`src/rtl/cordic_fp_pkg.sv`:
```
// cordic_fp_pkg: shared widths, Q2.19 word type and IEEE-754 single field layout for the CORDIC float/fixed stages
package cordic_fp_pkg;
   localparam int FIXED_W = 21;
   localparam int FRAC_W = 19;
   localparam int FP_EXP_BIAS = 127;
   localparam int FP_MANT_W = 23;
   typedef logic signed [FIXED_W-1:0] q2_19_t;
   typedef struct packed {
      logic sign;
      logic [7:0] exp;
      logic [FP_MANT_W-1:0] mant;
   } fp32_t;
endpackage

```
`src/rtl/lzc21.sv`:
```
// lzc21: combinational leading-one detector; din -> idx (position of highest set bit), nz (din != 0)
module lzc21 (
   input logic [20:0] din,
   output logic [4:0] idx,
   output logic nz
);
   always_comb begin
      idx = '0;
      for (int i = 0; i < 21; i++) idx = din[i] ? 5'(i) : idx;
   end
   assign nz = |din;
endmodule

```
`src/rtl/cordic_fixed_to_float.sv`:
```
// cordic_fixed_to_float: 3-stage Q2.19 -> IEEE-754 single converter; clock/aclr/clk_en control, in_valid+fixed_in in, result_valid+result out
module cordic_fixed_to_float
   import cordic_fp_pkg::*;
#(
   parameter int FIXED_W = cordic_fp_pkg::FIXED_W,
   parameter int FRAC_W = cordic_fp_pkg::FRAC_W
) (
   input logic clock,
   input logic aclr,
   input logic clk_en,
   input logic in_valid,
   input logic [FIXED_W-1:0] fixed_in,
   output logic result_valid,
   output logic [31:0] result
);
   logic s1_s_q, s1_s_d, s1_v_q, s1_v_d;
   logic [FIXED_W-1:0] s1_mag_q, s1_mag_d;
   logic s2_s_q, s2_s_d, s2_v_q, s2_v_d, s2_z_q, s2_z_d;
   logic [FIXED_W-1:0] s2_mag_q, s2_mag_d;
   logic [4:0] s2_p_q, s2_p_d;
   logic [31:0] result_q, result_d;
   logic result_valid_q, result_valid_d;
   logic [4:0] lz_idx;
   logic lz_nz;
   fp32_t packed_fp;
   lzc21 u_lzc (.din(s1_mag_q), .idx(lz_idx), .nz(lz_nz));
   always_comb begin
      s1_s_d = fixed_in[FIXED_W-1];
      s1_mag_d = s1_s_d ? FIXED_W'(-fixed_in) : fixed_in;
      s1_v_d = in_valid;
      s2_s_d = s1_s_q;
      s2_mag_d = s1_mag_q;
      s2_v_d = s1_v_q;
      s2_p_d = lz_idx;
      s2_z_d = ~lz_nz;
      packed_fp.sign = s2_s_q & ~s2_z_q;
      packed_fp.exp = s2_z_q ? 8'd0 : 8'(s2_p_q) + 8'(FP_EXP_BIAS - FRAC_W);
      packed_fp.mant = s2_z_q ? '0 : FP_MANT_W'((FP_MANT_W + 1)'(s2_mag_q) << (5'(FP_MANT_W) - s2_p_q));
      result_d = s2_v_q ? packed_fp : result_q;
      result_valid_d = s2_v_q;
   end
   always_ff @(posedge clock) begin
      if (aclr) begin
         s1_s_q <= 1'b0;
         s1_mag_q <= '0;
         s1_v_q <= 1'b0;
         s2_s_q <= 1'b0;
         s2_mag_q <= '0;
         s2_v_q <= 1'b0;
         s2_p_q <= '0;
         s2_z_q <= 1'b1;
         result_q <= '0;
         result_valid_q <= 1'b0;
      end else if (clk_en) begin
         s1_s_q <= s1_s_d;
         s1_mag_q <= s1_mag_d;
         s1_v_q <= s1_v_d;
         s2_s_q <= s2_s_d;
         s2_mag_q <= s2_mag_d;
         s2_v_q <= s2_v_d;
         s2_p_q <= s2_p_d;
         s2_z_q <= s2_z_d;
         result_q <= result_d;
         result_valid_q <= result_valid_d;
      end
   end
   assign result = result_q;
   assign result_valid = result_valid_q;
endmodule

```
`config.mk`:
```
export PLATFORM = sky130hd
export DESIGN_NAME = cordic_fixed_to_float
export DESIGN_NICKNAME = d
export VERILOG_FILES = /design/src/rtl/cordic_fp_pkg.sv /design/src/rtl/lzc21.sv /design/src/rtl/cordic_fixed_to_float.sv
export SDC_FILE = /design/constraint.sdc
export NUM_CORES = 1
export LEC_CHECK = 0
export ABC_CLOCK_PERIOD_IN_PS = 3800
export BUFFER_PORTS_ARGS = -buffer_cell sky130_fd_sc_hd__buf_2
export CAP_MARGIN = 25
export CORE_MARGIN = 8
export CORE_UTILIZATION = 55
export DETAILED_ROUTE_END_ITERATION = 12
export GPL_TIMING_DRIVEN = 0
export PLACE_DENSITY = 0.76
export SLEW_MARGIN = 15
export SYNTH_ARGS = -nofsm -noshare
export SYNTH_HDL_FRONTEND = slang
export SYNTH_SLANG_ARGS = --single-unit
export TNS_END_PERCENT = 100
```
`constraint.sdc`:
```
create_clock -name clock -period 3.8 [get_ports clock]
set_input_delay 0.19 -clock clock [delete_from_list [all_inputs] [get_ports clock]]
set_output_delay 0.19 -clock clock [all_outputs]
set_load 0.005 [all_outputs]
```
==> results.toml <==
[floorplanning]
core_area_um2 = 8550
die_boundary_width_um = 109
io_pins = 58
fp.dieH_um = 109
initial_utilization_pct = 55.5
die_area_um2 = 11900
rows = 34

[synthesis]
synth_common_cells = "sky130_fd_sc_hd__nor2_1, sky130_fd_sc_hd__dfxtp_1, sky130_fd_sc_hd__mux2i_1"
dominant_cell_by_count_in_the_synthesized_netlist = "sky130_fd_sc_hd__nor2_1"
synthDominantAreaCellType = "sky130_fd_sc_hd__dfxtp_1"
ys.flop_type = "sky130_fd_sc_hd__dfxtp_1"
synth-async-reset-ratio_pct = 0
yosysWarningCount = 0
post_synth_instance_area_um2 = 4740
seq_area_frac_synth_pct = 35.9
library_cells_used_by_synthesis = 59
syn_avg_cell_area_um2 = 8.71
post_synth_edffs = 0
synthDominantCellAreaShare_pct = 35.9
ys_ff_latch = 85
synth_nets = 575
synthTopCellsByArea = "sky130_fd_sc_hd__dfxtp_1, sky130_fd_sc_hd__mux2i_1, sky130_fd_sc_hd__nor2_1"
syn-instance-count = 545

[global_route]
met3_usage_pct = 4.02
grtUsageTotal_pct = 23.3
maximum_number_of_pins_on_one_net_before_global_route_repair = 19
grt_pass1_wl_mm = 21.8
globalRouteOverflowTotal = 0
antenna_found_initial = 0
grt_util_met2_pct = 38.3
grt_max_usage_layer = "met2"
global_route.usage.met1_pct = 29.9
first_global_vias = 4241

[clock_network]
clock_path_buffers = 2
h_tree_depth = 3
postCtsSetupRepairBufs = 0
total_clock_buffers_created_by_cts = 9
clk_pin_slew_worst_paths_ps = 110
clock-root-buffer = "sky130_fd_sc_hd__clkbuf_8"
worst_skew_pair.late_latency_ps = 370
cts_tree = "done"
tritoncts_num_sinks = 85
cts_hold_buf = 0
post_cts_resize_count = 0

[power]
power.total_mw = 2.02
cellPowerDensity_nw_per_um2 = 377
static-leakage-power_nw = 2.11
vdd.ir_drop.worst_mv = 0.212

[sta]
finalSetupViolCount = 0
final_clock_period_utilization_by_the_worst_path_pct = 71.0
worst_pin_slew_ps = 834
timing.max_slew.rel_slack_pct = 44.4
final_hold_viol_count = 0
finalCriticalPeriod_ps = 2700
max_slew_violations = 0
setup-tns-final_ps = 0
rsz_0062_raised_after_global_routing = "false"
clock-skew-final_ps = 16.8
clock.fmax_mhz = 371

[routing]
postRouteAntennaNets = 0
drt_pass1_iterations = 5
via_count = 4391
detail_route.wirelength_mm = 13.6
drt-initial-drc-count = 318
drt-vias-per-instance = 6.06
wl_per_cell_um = 18.8
remaining_drc_errors = 0

[cells_and_area]
post_layout_nonfiller_instances = 725
n_fill_cell = 773
post_route_cells_drive_above_1_share_pct = 19.0
count_of_inserted_antenna_diode_cells = 0
multi_input_comb_area_um2 = 2810
fin_nets = 642
fin_util_pct = 62.7
syn_to_final_growth_pct = 13.0
fin_area_um2 = 5360
regArea_um2 = 1700

[setup_path]
critical_path_rt_ps = 4110
register_to_register_setup_slack_ps = 1100
worst-path-max-fanout = 11
worstPathArrival_ps = 3010
endpoint_kind = "flip-flop"
worst-setup-path-type = "reg2reg"
cp_startpoint_kind = "flip-flop"

[place]
finalWeightedCongestion = 0.928
port_buffers = 56
placed_cells_incl_taps = 709
dp_hpwl_mm = 10.6
detailed_place.area_um2 = 5160

[hold_path]
hold_path_class = "in2reg"

[job]
drv_cap = 0

[status]
run_status = "completed"
## cells by family (layout without fill, tap and decap cells)
| family | Yosys count | in the layout | share of synthesized area (%) |
|---|---|---|---|
| buffers and inverters | 51 | 123 | 4.83 |
| muxes | 77 | 77 | 18.8 |
| adders and majority gates | 5 | 5 | 1.32 |
| xor gates and xnor gates | 16 | 16 | 2.95 |
| DFF | 85 | 85 | 35.9 |
| and+or+nand+nor | 189 | 189 | 18.1 |
| AOI/OAI and AO/OA | 122 | 122 | 18.2 |
## final timing paths
check,from,to,cells past startpoint
min,in_valid,s1_v_q,3
max,s2_p_q[3],result[1],7
min reg2reg,result[18],result[18],1
max reg2reg,s2_p_q[3],result[1],7
## stage by stage
step	hold slack, ps	worst slack (ps)
after detailed placement	458	1220
after global placement	430	1230
final	70.9	1100
after global routing	99.7	994
after CTS	71.2	1180
after floorplan	337	1790
## registers in the layout, summed over array words and instances (netlist names), 5 cells and up
| name | cells |
|---|---|
| result | 32 |
| s1_mag_q | 21 |
| s2_mag_q | 21 |
| s2_p_q | 5 |
## worst max-delay path: stages (launching register included)
cell and delay, ps:
sky130_fd_sc_hd__dfxtp_1 410, sky130_fd_sc_hd__inv_1 120, sky130_fd_sc_hd__clkbuf_1 470, sky130_fd_sc_hd__ha_1 420, sky130_fd_sc_hd__clkbuf_1 270, sky130_fd_sc_hd__nor4_1 690, sky130_fd_sc_hd__a22oi_1 150, sky130_fd_sc_hd__nor2_1 110
## final cells by class
cell class              instances  share of cell area, %
multi-input cells             409                   52.5
inverters                      12                  0.840
flip-flops and latches         85                   31.7
clock buffers                   9                   2.31
clock inverters                 7                   1.45
well taps                     108                   2.52
repair buffers                 56                   5.23
plain buffers                  39                   3.43
## where the power goes
group	internal (mW)	switching [mW]
Sequential	0.926	0.0460
Clock	0.259	0.379
Combinational	0.166	0.247
Total	1.35	0.673
## placed cells by master, fill, tap and decap left out, types with 3 or more instances in the layout
cell type	Yosys	layout
sky130_fd_sc_hd__nor2_1	95	95
sky130_fd_sc_hd__dfxtp_1	85	85
sky130_fd_sc_hd__buf_2	4	60
sky130_fd_sc_hd__mux2i_1	53	53
sky130_fd_sc_hd__nand2_1	36	36
sky130_fd_sc_hd__clkbuf_1	25	25
sky130_fd_sc_hd__a21oi_1	25	25
sky130_fd_sc_hd__o21ai_0	21	21
sky130_fd_sc_hd__a211oi_1	17	17
sky130_fd_sc_hd__mux2_2	16	16
sky130_fd_sc_hd__xor2_1	15	15
sky130_fd_sc_hd__a22oi_1	12	12
sky130_fd_sc_hd__inv_1	11	11
sky130_fd_sc_hd__clkbuf_8	1	10
sky130_fd_sc_hd__nor3_1	9	9
sky130_fd_sc_hd__mux4_2	8	8
sky130_fd_sc_hd__nand3_1	8	8
sky130_fd_sc_hd__nand2b_1	8	8
sky130_fd_sc_hd__nor4_1	7	7
sky130_fd_sc_hd__nor2b_1	6	6
sky130_fd_sc_hd__or3_1	6	6
sky130_fd_sc_hd__o31ai_1	5	5
sky130_fd_sc_hd__ha_1	5	5
sky130_fd_sc_hd__buf_4	4	4
sky130_fd_sc_hd__buf_1	4	4
sky130_fd_sc_hd__a222oi_1	4	4
sky130_fd_sc_hd__or2_2	3	3
sky130_fd_sc_hd__o221ai_1	3	3
sky130_fd_sc_hd__a31oi_1	3	3
sky130_fd_sc_hd__o211ai_1	3	3
sky130_fd_sc_hd__o22ai_1	3	3
sky130_fd_sc_hd__a221o_1	3	3
sky130_fd_sc_hd__nor3b_1	3	3
## layer usage
layer,routed length [µm],up-vias
met1,6000,2078
met5,0,-
met2,6550,167
met3,728,25
met4,352,0
li1,-,2121
Note: power is estimated with default switching activity, not from simulation.
